--- src/rtl/z_core_pkg.sv ---
// Shared definitions for the z_core memory arbiter: FSM encoding, requester IDs
// and the default timeout.
package z_core_pkg;

    localparam int unsigned ST_IDLE_BIT = 0;
    localparam int unsigned ST_BUSY_BIT = 1;
    localparam int unsigned ST_RESP_BIT = 2;

    typedef enum logic [2:0] {
        StIdle = 3'(1 << ST_IDLE_BIT),
        StBusy = 3'(1 << ST_BUSY_BIT),
        StResp = 3'(1 << ST_RESP_BIT)
    } arb_state_e;

    localparam logic REQ_CORE = 1'b0;
    localparam logic REQ_DBG  = 1'b1;

    localparam int unsigned TIMEOUT_CYCLES_DEFAULT = 16;

    // A disabled timeout (0) still needs a one-bit timer to keep widths legal.
    function automatic int unsigned timer_width(input int unsigned timeout);
        return (timeout == 0) ? 1 : $clog2(timeout + 1);
    endfunction

endpackage

--- src/rtl/z_core_rr_pick.sv ---
// Combinational two-way round-robin picker: on a tie the requester that was
// not granted last wins.
module z_core_rr_pick
    import z_core_pkg::*;
(
    input  logic [1:0] req_i,
    input  logic       last_grant_i,
    output logic       valid_o,
    output logic       winner_o
);

    always_comb begin
        valid_o  = |req_i;
        winner_o = REQ_CORE;
        unique case (req_i)
            2'b01:   winner_o = REQ_CORE;
            2'b10:   winner_o = REQ_DBG;
            2'b11:   winner_o = ~last_grant_i;
            default: winner_o = REQ_CORE;
        endcase
    end

endmodule

--- src/rtl/z_core_mem_arbiter.sv ---
// Two-requester round-robin arbiter in front of the unified memory port, with a
// per-transaction timeout that turns a hung access into an error response.
module z_core_mem_arbiter
    import z_core_pkg::*;
#(
    parameter int unsigned ADDR_W         = 32,
    parameter int unsigned DATA_W         = 32,
    parameter int unsigned TIMEOUT_CYCLES = TIMEOUT_CYCLES_DEFAULT
) (
    input  logic              clk_i,
    input  logic              reset_ni,

    input  logic              m0_req_i,
    input  logic              m0_we_i,
    input  logic [ADDR_W-1:0] m0_addr_i,
    input  logic [DATA_W-1:0] m0_wdata_i,
    output logic              m0_ack_o,
    output logic              m0_err_o,
    output logic [DATA_W-1:0] m0_rdata_o,

    input  logic              m1_req_i,
    input  logic              m1_we_i,
    input  logic [ADDR_W-1:0] m1_addr_i,
    input  logic [DATA_W-1:0] m1_wdata_i,
    output logic              m1_ack_o,
    output logic              m1_err_o,
    output logic [DATA_W-1:0] m1_rdata_o,

    output logic              mem_req_o,
    output logic              mem_we_o,
    output logic [ADDR_W-1:0] mem_addr_o,
    output logic [DATA_W-1:0] mem_wdata_o,
    input  logic [DATA_W-1:0] mem_rdata_i,
    input  logic              mem_ack_i,

    output logic              busy_o,
    output logic              grant_id_o
);

    localparam int unsigned TimerW    = timer_width(TIMEOUT_CYCLES);
    localparam bit          TimeoutEn = (TIMEOUT_CYCLES != 0);
    localparam logic [TimerW-1:0] TimerLast =
        TimerW'(TimeoutEn ? TIMEOUT_CYCLES - 1 : 0);

    arb_state_e        state_q;
    logic [TimerW-1:0] timer_q;
    logic              last_grant_q;
    logic              grant_id_q;
    logic              busy_q;
    logic              mem_req_q;
    logic              mem_we_q;
    logic [ADDR_W-1:0] mem_addr_q;
    logic [DATA_W-1:0] mem_wdata_q;
    logic              m0_ack_q, m1_ack_q;
    logic              m0_err_q, m1_err_q;
    logic [DATA_W-1:0] m0_rdata_q, m1_rdata_q;

    logic              pick_valid;
    logic              pick_winner;
    logic              timeout_hit;
    logic [DATA_W-1:0] resp_rdata;

    z_core_rr_pick u_pick (
        .req_i        ({m1_req_i, m0_req_i}),
        .last_grant_i (last_grant_q),
        .valid_o      (pick_valid),
        .winner_o     (pick_winner)
    );

    assign timeout_hit = TimeoutEn && (timer_q == TimerLast);
    assign resp_rdata  = mem_we_q ? '0 : mem_rdata_i;

    always_ff @(posedge clk_i) begin
        if (!reset_ni) begin
            state_q      <= StIdle;
            timer_q      <= '0;
            last_grant_q <= REQ_DBG;
            grant_id_q   <= REQ_CORE;
            busy_q       <= 1'b0;
            mem_req_q    <= 1'b0;
            mem_we_q     <= 1'b0;
            mem_addr_q   <= '0;
            mem_wdata_q  <= '0;
            m0_ack_q     <= 1'b0;
            m1_ack_q     <= 1'b0;
            m0_err_q     <= 1'b0;
            m1_err_q     <= 1'b0;
            m0_rdata_q   <= '0;
            m1_rdata_q   <= '0;
        end else begin
            // Response outputs are single-cycle pulses unless re-set below.
            m0_ack_q   <= 1'b0;
            m1_ack_q   <= 1'b0;
            m0_err_q   <= 1'b0;
            m1_err_q   <= 1'b0;
            m0_rdata_q <= '0;
            m1_rdata_q <= '0;

            unique case (state_q)
                StIdle: begin
                    if (pick_valid) begin
                        if (pick_winner == REQ_DBG) begin
                            mem_we_q    <= m1_we_i;
                            mem_addr_q  <= m1_addr_i;
                            mem_wdata_q <= m1_wdata_i;
                        end else begin
                            mem_we_q    <= m0_we_i;
                            mem_addr_q  <= m0_addr_i;
                            mem_wdata_q <= m0_wdata_i;
                        end
                        grant_id_q   <= pick_winner;
                        last_grant_q <= pick_winner;
                        timer_q      <= '0;
                        mem_req_q    <= 1'b1;
                        busy_q       <= 1'b1;
                        state_q      <= StBusy;
                    end
                end

                StBusy: begin
                    // mem_ack takes priority so a late ack on the last cycle succeeds.
                    if (mem_ack_i) begin
                        if (grant_id_q == REQ_DBG) begin
                            m1_ack_q   <= 1'b1;
                            m1_rdata_q <= resp_rdata;
                        end else begin
                            m0_ack_q   <= 1'b1;
                            m0_rdata_q <= resp_rdata;
                        end
                        mem_req_q <= 1'b0;
                        state_q   <= StResp;
                    end else if (timeout_hit) begin
                        if (grant_id_q == REQ_DBG) begin
                            m1_err_q <= 1'b1;
                        end else begin
                            m0_err_q <= 1'b1;
                        end
                        mem_req_q <= 1'b0;
                        state_q   <= StResp;
                    end else if (timer_q != '1) begin
                        timer_q <= timer_q + TimerW'(1);
                    end
                end

                StResp: begin
                    busy_q  <= 1'b0;
                    state_q <= StIdle;
                end

                default: begin
                    busy_q    <= 1'b0;
                    mem_req_q <= 1'b0;
                    state_q   <= StIdle;
                end
            endcase
        end
    end

    assign m0_ack_o    = m0_ack_q;
    assign m1_ack_o    = m1_ack_q;
    assign m0_err_o    = m0_err_q;
    assign m1_err_o    = m1_err_q;
    assign m0_rdata_o  = m0_rdata_q;
    assign m1_rdata_o  = m1_rdata_q;
    assign mem_req_o   = mem_req_q;
    assign mem_we_o    = mem_we_q;
    assign mem_addr_o  = mem_addr_q;
    assign mem_wdata_o = mem_wdata_q;
    assign busy_o      = busy_q;
    assign grant_id_o  = grant_id_q;

endmodule

--- config.mk ---
export PLATFORM = sky130hd
export DESIGN_NAME = z_core_mem_arbiter
export DESIGN_NICKNAME = d
export VERILOG_FILES = /design/src/rtl/z_core_pkg.sv /design/src/rtl/z_core_rr_pick.sv /design/src/rtl/z_core_mem_arbiter.sv
export SDC_FILE = /design/constraint.sdc
export NUM_CORES = 1
export LEC_CHECK = 0
export ABC_CLOCK_PERIOD_IN_PS = 2000
export BUFFER_PORTS_ARGS = -buffer_cell sky130_fd_sc_hd__buf_2
export CAP_MARGIN = 0
export CORE_MARGIN = 3
export CORE_UTILIZATION = 40
export CTS_CLUSTER_SIZE = 16
export DETAILED_ROUTE_END_ITERATION = 7
export PLACE_DENSITY_LB_ADDON = 0.1
export SYNTH_ARGS = -nofsm -noshare
export SYNTH_HDL_FRONTEND = slang
export SYNTH_SLANG_ARGS = --single-unit
--- constraint.sdc ---
create_clock -name clk_i -period 2 [get_ports clk_i]
set_input_delay 0.1 -clock clk_i [delete_from_list [all_inputs] [get_ports clk_i]]
set_output_delay 0.1 -clock clk_i [all_outputs]
set_load 0.01 [all_outputs]
==> results of run 1 <==
-- cell type report --
class	count	area [µm²]	share of cell area
Clock buffer	18	439	0.0465
Clock inverter	14	205	0.0217
Inverter	4	15.0	0.00159
Multi-Input combinational cell	416	2310	0.245
Sequential cell	145	2900	0.307
Tap cell	176	220	0.0233
Timing Repair Buffer	482	3350	0.355
-- cell usage after synthesis, types with 2 or more instances --
library cell,count
a21oi_1,68
a22oi_1,2
a311oi_1,65
and3_1,3
buf_2,22
buf_6,9
clkbuf_1,22
dfxtp_1,145
ha_1,3
inv_1,3
mux2i_1,2
nand2_1,136
nand2b_1,33
nand3_1,3
nor2_1,58
nor2_2,11
nor2b_1,2
nor3_1,2
nor4_1,2
nor4b_1,2
o21ai_0,3
or3_1,2
or3b_1,2
-- registers in the layout, summed over array words and instances, names as in the netlist, 3 cells and up --
name and flops:
m1_rdata_o 32, timer_q 5, state_q 3, m0_rdata_o 32, mem_wdata_o 32, mem_addr_o 32
-- timing repair --
item                                    in CTS  in global routing
endpoints found under the setup margin       0                  3
endpoints found under the hold margin      131                  0
resized for setup                            0                  6
hold buffers                               164                  0
-- routing by layer --
layer / vias up / routed length, µm / global-route usage
li1: 3050 / - / -
met1: 2927 / 7570 / 0.285
met2: 387 / 9860 / 0.439
met3: 67 / 1850 / 0.0750
met4: 0 / 859 / 0.141
met5: - / 0 / 0
-- per-stage QoR --
step / setup slack (ps) / total power, mW / cells
2_1_floorplan: 96.1 / 4.07 / 621
4_1_cts: 7.08 / 8.31 / 1255
3_3_place_gp: 91.5 / 4.63 / 1059
6_report: 104 / 8.28 / 1255
3_5_place_dp: 24.9 / 4.65 / 1059
5_1_grt: 29.4 / 8.63 / 1255
-- path summary, 6_finish.rpt --
kind / start / endpoint / slack, ps
max: timer_q[0]$_SDFFE_PN0P_ / timer_q[3]$_SDFFE_PN0P_ / 100
min: m1_req_i / last_grant_q$_SDFFE_PN1P_ / 30
max reg2reg: timer_q[0]$_SDFFE_PN0P_ / timer_q[3]$_SDFFE_PN0P_ / 100
min reg2reg: timer_q[1]$_SDFFE_PN0P_ / timer_q[1]$_SDFFE_PN0P_ / 490
-- layout by cell type, fill, tap and decap left out, drive strengths merged, types with 2 or more instances in the layout --
cell         instances
buf                318
dlygate4sd3        164
dfxtp              145
nand2              136
nor2                69
a21oi               68
a311oi              65
nand2b              33
clkbuf              18
inv                  7
clkinv               5
bufinv               4
o21ai                4
nand3                3
ha                   3
and3                 3
or3b                 2
nor3b                2
a22oi                2
mux2i                2
nor4                 2
nor2b                2
nor4b                2
clkinvlp             2
nor3                 2
or3                  2
o221a                2
-- critical path, delay by kind of cell, from the launching register on --
family	cells	cell delay, ps
flip-flops	1	340
AO/OA/AOI/OAI	2	510
adder cells (fa/ha/maj)	2	380
AND/OR/NAND/NOR	2	570
-- power by group --
group	leakage, nW	total [mW]	internal [mW]	switching (mW)
Sequential	1.19	3.23	3.10	0.124
Combinational	2.97	1.66	0.801	0.857
Clock	0.308	3.40	2.14	1.26
Total	4.47	8.28	6.05	2.24
-- logic make-up (layout without fill, tap and decap cells) --
kind of cell               after synthesis  count (layout)
adders and majority gates                3               3
buffers and inverters                   60             518
DFF                                    145             145
muxes                                    2               2
and+or+nand+nor                        264             264
AOI/OAI and AO/OA                      147             147
==> impl_results.md, run 1 <==
* Outcome: complete, no violations
* WL/cell at 16.0 µm
* Skew-Pair Late Insertion Delay at 410 ps
* Min cycle time layout at 1900 ps
* RSZ-0062 raised after global routing: false
* Die width at 123 µm
* Fmax at 527 MHz
* Leak pwr at 4.47 nW
* Core ar. at 0.0133 mm²
* Layout cell share with drive strength beyond 1 at 0.348
* Final wirelength at 20100 µm
* CTS Buf Count at 17
* H-tree depth at 4
* Synth Flop Type: dfxtp_1
* Most common cell on crit path: ha_2
* Iteration count of the initial detailed-routing pass at 7
* Util after Layout at 0.707
* Root buffer cell: clkbuf_16
* Fill cells at 991
* Hold path cells at 3
* Design area at 0.00944 mm²
* Area share of the largest cell type after synthesis at 0.528
* GRT Overall Usage at 0.257
* Detailed placer's ending HPWL at 11700 µm
* Setup TNS Final at 0 ps
* Fin. Hold Viols at 0
* XOR/XNOR Fraction of Synth Area at 0
* GP Congestion at 0.771
* Vias/cell at 5.12
* Critical path data required time at 2300 ps
* Number of setup buffers added after CTS at 0
* Port Buf Inserts at 302
* Via count at 6431
* Ports at 303
* Clock buffer depth at 2
* Synthesized instance count at 621
* Yosys warns at 0
* Area after DPL at 0.00713 mm²
* Vert. Die Dim at 123 µm
* FP Rows at 42
* Max IR drop VDD at 526 µV
* Worst-path fanout max at 4
* Startpoint types: flip-flop
* Max-cap viol count at 0
* First-pass GRT wire length at 30800 µm
* Synth Area in Compound Gates at 0.186
* Post-synthesis cell type count at 44
* Setup-failing EPs final at 0
* Slowest CP cell: or3_4
* Worst hold slack at 33.3 ps
* Slew Viols, Final at 0
* DRC Markers at 0
* Ant diodes at 0
* Pwr per Cell Area at 877 mW/mm²
* Cell count of the worst reg-to-reg path at 6
* Area of the mapped netlist at 0.00549 mm²
* Main combinational cell family by area after synthesis: simple AND/OR/NAND/NOR gates
* Nets at 1236
* CTS tree: done
* Worst min path class: primary input to flip-flop
* Worst relative slew slack at 0.574
* Async SR Flop Fraction at 0
* Sink Count at 145
* CP max stage delay at 390 ps
* Kind of critical path: flip-flop to flip-flop
* Worst Clk Skew at 9.06 ps
* Post-synthesis simple-gate area fraction at 0.216
* Worst EP arrival at 2190 ps
* Synthesized area per cell at 8.85 µm²
* Initial antenna violation count at 0
* Clk slew on worst S/H paths at 60 ps
* Multiplexer area fraction after synthesis at 0.00364
* Die area at 0.0152 mm²
* Vias in the first global route at 6375
* Setup crit end kind: flip-flop
* Dominant cells by area after synthesis: dfxtp_1 53%, a311oi_1 10%, nand2_1 9.3%, a21oi_1 6.2%, nor2_1 4.0%
* Initial DRC Count at 302
* CP Cell Sequence: ha_2 -> and3_4 -> ha_2 -> or3_4 -> o221a_1 -> o31a_1
* Synth Area in Adders at 0.00683
* Yosys reg bits at 145
* Cell taking the most area after synthesis: dfxtp_1
* Starting Density at 0.412
* Final critical-path share of the clock period at 0.948
* Worst slew pin tran at 639 ps
* Net count after synthesis at 791
* Largest net degree at the start of global routing at 74
* Grt ovf at 0
* P&R area growth vs syn at 71.8%
* EDFF count, synth at 0
* Routed Antenna Nets at 0
* Post-synthesis sequential area ratio at 0.528
Note: power is estimated with default switching activity, not from simulation.
==> run 2: changes to the inputs <==
BUFFER_PORTS_ARGS = -buffer_cell sky130_fd_sc_hd__buf_4   (was -buffer_cell sky130_fd_sc_hd__buf_2)
GPL_ROUTABILITY_DRIVEN = 1   (was default)
==> run 2 against run 1 <==
  * Fmax fell by 2.8%
  * Via count rose by 2.5%
  * Die area did not move
  * Critical endpoint unchanged
  * Register-to-register slack got worse by 50 ps
  * Largest cell class unchanged
  * Core utilization rose by 5.2 points
  * Sequential power barely moved
  * Combinational power rose by 14%
  * Sequential share of layout area fell by 2.1 points
  * Routed wire length rose by 6.3%
  * Non-clock buffer count rose by 4
  * Clock-buffer cell count fell by 1
==> impl_results.md, run 2 (synthesized netlist as in run 1, its figures left out) <==
* WL/cell at 17.0 µm (+6.0%)
* Port Buf Inserts at 302 (unchanged)
* Via count at 6593 (+2.5%)
* Worst hold slack at 78.5 ps (+45.2 ps)
* Crit Reg-Reg Startpoint: timer_q[0]$_SDFFE_PN0P_
* Placed cells at 1062 (+0.28%)
* Nets at 1240 (+0.32%)
* Initial antenna violation count at 0 (unchanged)
* Vias in the first global route at 6597 (+3.5%)
* H-tree depth at 4 (unchanged)
* Clk slew on worst S/H paths at 60 ps (about the same)
* Ports at 303 (unchanged)
* Worst relative slew slack at 0.574 (-0.000742)
* R2R setup slack at 50 ps (-50 ps)
* Grt ovf at 0 (unchanged)
* Iteration count of the initial detailed-routing pass at 5 (-2)
* Hold path cells at 3 (unchanged)
* Worst EP arrival at 2250 ps (+60 ps)
* Initial DRC Count at 422 (+40%)
* Fill cells at 888 (-10%)
* Routed Antenna Nets at 0 (unchanged)
* GRT Overall Usage at 0.270 (+0.0139)
* Commonest non-fill, non-tap cell in the layout: buf_4
* Worst-path fanout max at 4 (unchanged)
* CTS Buf Count at 17 (unchanged)
* Final wirelength at 21400 µm (+6.3%)
* Clock buffer depth at 2 (unchanged)
* Worst min path class: primary input to flip-flop
* Kind of critical path: flip-flop to flip-flop
* Power Total at 8.26 mW (-0.23%)
* Skew-Pair Late Insertion Delay at 420 ps (about the same)
* Setup TNS Final at 0 ps (unchanged)
* Worst Clk Skew at 8.98 ps (-0.0799 ps)
* HP Start: m0_req_i
* RSZ-0062 raised after global routing: true
* Ant diodes at 0 (unchanged)
* DRC Markers at 0 (unchanged)
* Cell count of the worst reg-to-reg path at 6 (unchanged)
* GP Congestion at 0.772 (+0.21%)
* FP Rows at 42 (unchanged)
* Max-cap viol count at 0 (unchanged)
* Detailed placer's ending HPWL at 12400 µm (+5.4%)
* Pwr per Cell Area at 815 mW/mm² (-7.1%)
* Most frequent cells in the layout: 317 x buf_4, 165 x dlygate4sd3_1, 145 x dfxtp_1
* Max IR drop VDD at 482 µV (-8.4%)
* Starting Density at 0.412 (unchanged)
* Worst slew pin tran at 640 ps (+1.11 ps)
* Layout cell share with drive strength beyond 1 at 0.346 (-0.00128)
* Worst Hold End: last_grant_q$_SDFFE_PN1P_
* FF-to-FF End: timer_q[3]$_SDFFE_PN0P_
* Vias/cell at 5.24 (+2.2%)
* Fin. Hold Viols at 0 (unchanged)
* Core ar. at 0.0133 mm² (unchanged)
* Layout Cells excl Fill at 1259 (+0.32%)
* Min cycle time layout at 1950 ps (+54.7 ps)
* Critical path data required time at 2300 ps (about the same)
* Vert. Die Dim at 123 µm (unchanged)
* Sink Count at 145 (unchanged)
* Slew Viols, Final at 0 (unchanged)
* Leak pwr at 4.62 nW (+3.3%)
* Outcome: complete, no violations
* Fmax at 513 MHz (-2.8%)
* Die width at 123 µm (unchanged)
* Startpoint types: flip-flop
* Root buffer cell: clkbuf_16
* Setup crit end kind: flip-flop
* Largest net degree at the start of global routing at 59 (-20%)
* P&R area growth vs syn at 84.5%
* Util after Layout at 0.759 (+0.0522)
* Final critical-path share of the clock period at 0.975 (+0.0274)
* CTS tree: done
* First-pass GRT wire length at 32300 µm (+4.7%)
* Setup-failing EPs final at 0 (unchanged)
* Die area at 0.0152 mm² (unchanged)
[run 2: how the worst max path moves through the flow]
stage / from / endpoint / slack, ps / depth (start not counted)
6_report: timer_q[0]$_SDFFE_PN0P_ / timer_q[3]$_SDFFE_PN0P_ / 50 / 6
5_1_grt: timer_q[0]$_SDFFE_PN0P_ / timer_q[3]$_SDFFE_PN0P_ / -10 / 6
4_1_cts: timer_q[0]$_SDFFE_PN0P_ / timer_q[3]$_SDFFE_PN0P_ / 30 / 6
3_5_place_dp: timer_q[0]$_SDFFE_PN0P_ / timer_q[3]$_SDFFE_PN0P_ / 40 / 6
3_3_place_gp: timer_q[0]$_SDFFE_PN0P_ / timer_q[3]$_SDFFE_PN0P_ / 110 / 6
2_1_floorplan: timer_q[0]$_SDFFE_PN0P_ / timer_q[3]$_SDFFE_PN0P_ / 100 / 6
[run 2: power breakdown]
group	total (mW)	internal [mW]	switching, mW
clock	3.13	1.85	1.28
combinational	1.90	0.997	0.903
sequential	3.24	3.10	0.133
[run 2: what timing repair did]
action                                 4_1_cts  5_1_grt
setup endpoints to repair                    0        2
buffers inserted                             0        0
endpoints found under the hold margin      132        0
resized for setup                            0        3
hold buffers                               165        0
[run 2: per-stage QoR]
| stage | instance area, µm² | worst slack (ps) |
|---|---|---|
| floorplan | 5490 | 96.1 |
| global placement | 7890 | 108 |
| detailed placement | 7890 | 42.6 |
| CTS | 10100 | 27.4 |
| global route | 10100 | -10.2 |
| finish | 10100 | 49.4 |
[run 2: layer usage]
| metal | part of all wire | track usage | up-vias |
|---|---|---|---|
| li1 | - | - | 3061 |
| met1 | 0.36 | 0.295 | 3023 |
| met2 | 0.48 | 0.452 | 406 |
| met3 | 0.098 | 0.0842 | 103 |
| met4 | 0.060 | 0.179 | 0 |
| met5 | 0 | 0 | - |
[run 2: worst max-delay path, stage by stage (launching register included)]
cell and delay, ps:
dfxtp_1 340, ha_2 210, and3_1 200, ha_1 200, or3_1 390, o221a_1 220
o31a_1 290
[run 2: final cells by class]
cell class,count,area [µm²],area share
timing repair buffer,486,4110,0.406
multi-input combinational,416,2300,0.227
clock buffer,17,425,0.0420
tap,176,220,0.0217
sequential,145,2900,0.286
inverter,4,15.0,0.00148
clock inverter,15,161,0.0159
==> run 3: changes to the inputs <==
HOLD_SLACK_MARGIN = 0.15   (was default)
==> run 3 against run 2 <==
  * Clock skew is 0.57 ps higher
  * Total power hardly changed
  * Worst setup slack worse by 1.2 ps
  * Fmax hardly changed
  * First-iteration DRC count is 5.2% lower
  * Die area stayed put
  * Critical endpoint unchanged
  * Sequential cell count stayed put
  * Largest power group unchanged
  * Sequential power hardly changed
==> impl_results.md, run 3 (synthesized netlist as in run 1, its figures left out) <==
* Outcome: complete, no violations
* FF-to-FF End: timer_q[3]$_SDFFE_PN0P_
* Startpoint types: flip-flop
* Pwr per Cell Area at 814 mW/mm² (-0.13%)
* Share of power burned in registers at 0.392 (about the same)
* Worst min path class: primary input to flip-flop
* P&R area growth vs syn at 84.9%
* Grt ovf at 0 (unchanged)
* Ant diodes at 0 (unchanged)
* Clock buffer depth at 2 (unchanged)
* Internal power at 5.95 mW (about the same)
* Die area at 0.0152 mm² (unchanged)
* Fmax at 512 MHz (about the same)
* Commonest non-fill, non-tap cell in the layout: buf_4
* Root buffer cell: clkbuf_16
* Number of setup buffers added after CTS at 0 (unchanged)
* Area of the multi-input gates at 0.00230 mm² (unchanged)
* Setup-failing EPs final at 0 (unchanged)
* GP Congestion at 0.772 (unchanged)
* Starting Density at 0.412 (unchanged)
* Critical path data required time at 2300 ps (about the same)
* Hold path cells at 4 (+1)
* Max IR drop VDD at 479 µV (-0.45%)
* Routed Antenna Nets at 0 (unchanged)
* DRC Markers at 0 (unchanged)
* Setup crit end kind: flip-flop
* CTS tree: done
* GRT Overall Usage at 0.272 (+0.00164)
* R2R setup slack at 50 ps (about the same)
* Combinational share of power at 0.230 (about the same)
* Worst EP arrival at 2250 ps (about the same)
* Worst slew pin tran at 633 ps (-6.53 ps)
* Clk slew on worst S/H paths at 60 ps (about the same)
* Via count at 6599 (+0.091%)
* Slew Viols, Final at 0 (unchanged)
* Min cycle time layout at 1950 ps (+1.18 ps)
* Final wirelength at 21500 µm (+0.34%)
* Worst hold slack at 465 ps (+386 ps)
* Layout cell share with drive strength beyond 1 at 0.346 (-0.000638)
* Initial antenna violation count at 0 (unchanged)
* Sw Pwr at 2.32 mW (+0.12%)
* Ports at 303 (unchanged)
* Cell count of the worst reg-to-reg path at 6 (unchanged)
* Fill cells at 883 (-0.56%)
* Vert. Die Dim at 123 µm (unchanged)
* Kind of critical path: flip-flop to flip-flop
* WL/cell at 17.0 µm (+0.18%)
* Die width at 123 µm (unchanged)
* Fin. Hold Viols at 0 (unchanged)
* Leak pwr at 4.63 nW (+0.21%)
* Placed cells at 1062 (unchanged)
* Initial DRC Count at 400 (-5.2%)
* Vias in the first global route at 6631 (+0.52%)
* Core ar. at 0.0133 mm² (unchanged)
* HP Start: mem_rdata_i[23]
* Vias/cell at 5.23 (about the same)
* Final worst setup slack at 48.3 ps (-1.18 ps)
* Iteration count of the initial detailed-routing pass at 5 (unchanged)
* First-pass GRT wire length at 32400 µm (+0.58%)
* Port Buf Inserts at 302 (unchanged)
* Dpl ws at 42.6 ps (unchanged)
* Skew-Pair Late Insertion Delay at 420 ps (about the same)
* Most frequent cells in the layout: 317 x buf_4, 167 x dlygate4sd3_1, 145 x dfxtp_1
* Sink Count at 145 (unchanged)
* Detailed placer's ending HPWL at 12400 µm (unchanged)
* Layout Cells excl Fill at 1261 (+0.16%)
* Register Area at 0.00290 mm² (unchanged)
* Max-cap viol count at 0 (unchanged)
* Final critical-path share of the clock period at 0.976 (about the same)
* Worst Clk Skew at 9.55 ps (+0.569 ps)
* FP Rows at 42 (unchanged)
* Nets at 1242 (+0.16%)
* H-tree depth at 4 (unchanged)
* CTS Buf Count at 17 (unchanged)
* Largest net degree at the start of global routing at 59 (unchanged)
* Worst relative slew slack at 0.578 (+0.00435)
* Sw frac at 0.280 (about the same)
* Crit Reg-Reg Startpoint: timer_q[0]$_SDFFE_PN0P_
* Clock group share of total power at 0.378 (about the same)
* RSZ-0062 raised after global routing: true
* Worst-path fanout max at 4 (unchanged)
* Worst Hold End: m0_rdata_o[23]$_SDFF_PP0_
## run 3: cell count changes in the layout (fill, tap and decap cells not counted), sizes merged
cell	delta
dlygate4sd3	+2
## run 3: power by group through the flow
stage	sequential, mW	clock (mW)	combinational, mW
3_5_place_dp	3.29	0	1.59
2_1_floorplan	3.37	0	0.702
6_report	3.24	3.13	1.90
5_1_grt	3.26	3.31	2.04
4_1_cts	3.23	3.18	1.85
3_3_place_gp	3.28	0	1.56
## run 3: worst max-delay path: stages, from the launching register on
cell and delay, ps:
dfxtp_1 340, ha_2 210, and3_1 200, ha_1 200, or3_1 390, o221a_1 220
o31a_1 290
## run 3: how the worst max path moves through the flow
stage                            startpoint                      end  cells past startpoint  slack, ps
finish              timer_q[0]$_SDFFE_PN0P_  timer_q[3]$_SDFFE_PN0P_                      6         50
global route        timer_q[0]$_SDFFE_PN0P_  timer_q[3]$_SDFFE_PN0P_                      6        -10
CTS                 timer_q[0]$_SDFFE_PN0P_  timer_q[3]$_SDFFE_PN0P_                      6         30
detailed placement  timer_q[0]$_SDFFE_PN0P_  timer_q[3]$_SDFFE_PN0P_                      6         40
global placement    timer_q[0]$_SDFFE_PN0P_  timer_q[3]$_SDFFE_PN0P_                      6        110
floorplan           timer_q[0]$_SDFFE_PN0P_  timer_q[3]$_SDFFE_PN0P_                      6        100
## run 3: metal layers
metal / track usage / vias to the layer above / wire length [µm]
li1: - / 3060 / -
met3: 0.0842 / 99 / 2050
met2: 0.454 / 393 / 10500
met5: 0 / - / 0
met1: 0.297 / 3047 / 7730
met4: 0.181 / 0 / 1250
## run 3: stage by stage
stage | setup TNS, ps | cell area, µm² | utilization | total power, mW
2_1_floorplan | 0 | 5490 | - | 4.07
3_3_place_gp | 0 | 7890 | 0.591 | 4.84
3_5_place_dp | 0 | 7890 | 0.591 | 4.88
4_1_cts | 0 | 10100 | 0.760 | 8.27
5_1_grt | -10.2 | 10200 | 0.761 | 8.60
6_report | 0 | 10200 | 0.761 | 8.27
## run 3: layout make-up
cell class	instances	area share
Timing Repair Buffer	488	0.407
Sequential cell	145	0.286
Multi-Input combinational cell	416	0.227
Clock buffer	17	0.0419
Tap cell	176	0.0217
Clock inverter	15	0.0159
Inverter	4	0.00148
## run 3: repair_timing
action / in CTS / in global routing
endpoints found under the setup margin: 0 / 2
endpoints found under the hold margin: 143 / 0
hold buffers: 167 / 0
gates resized for setup: 0 / 3
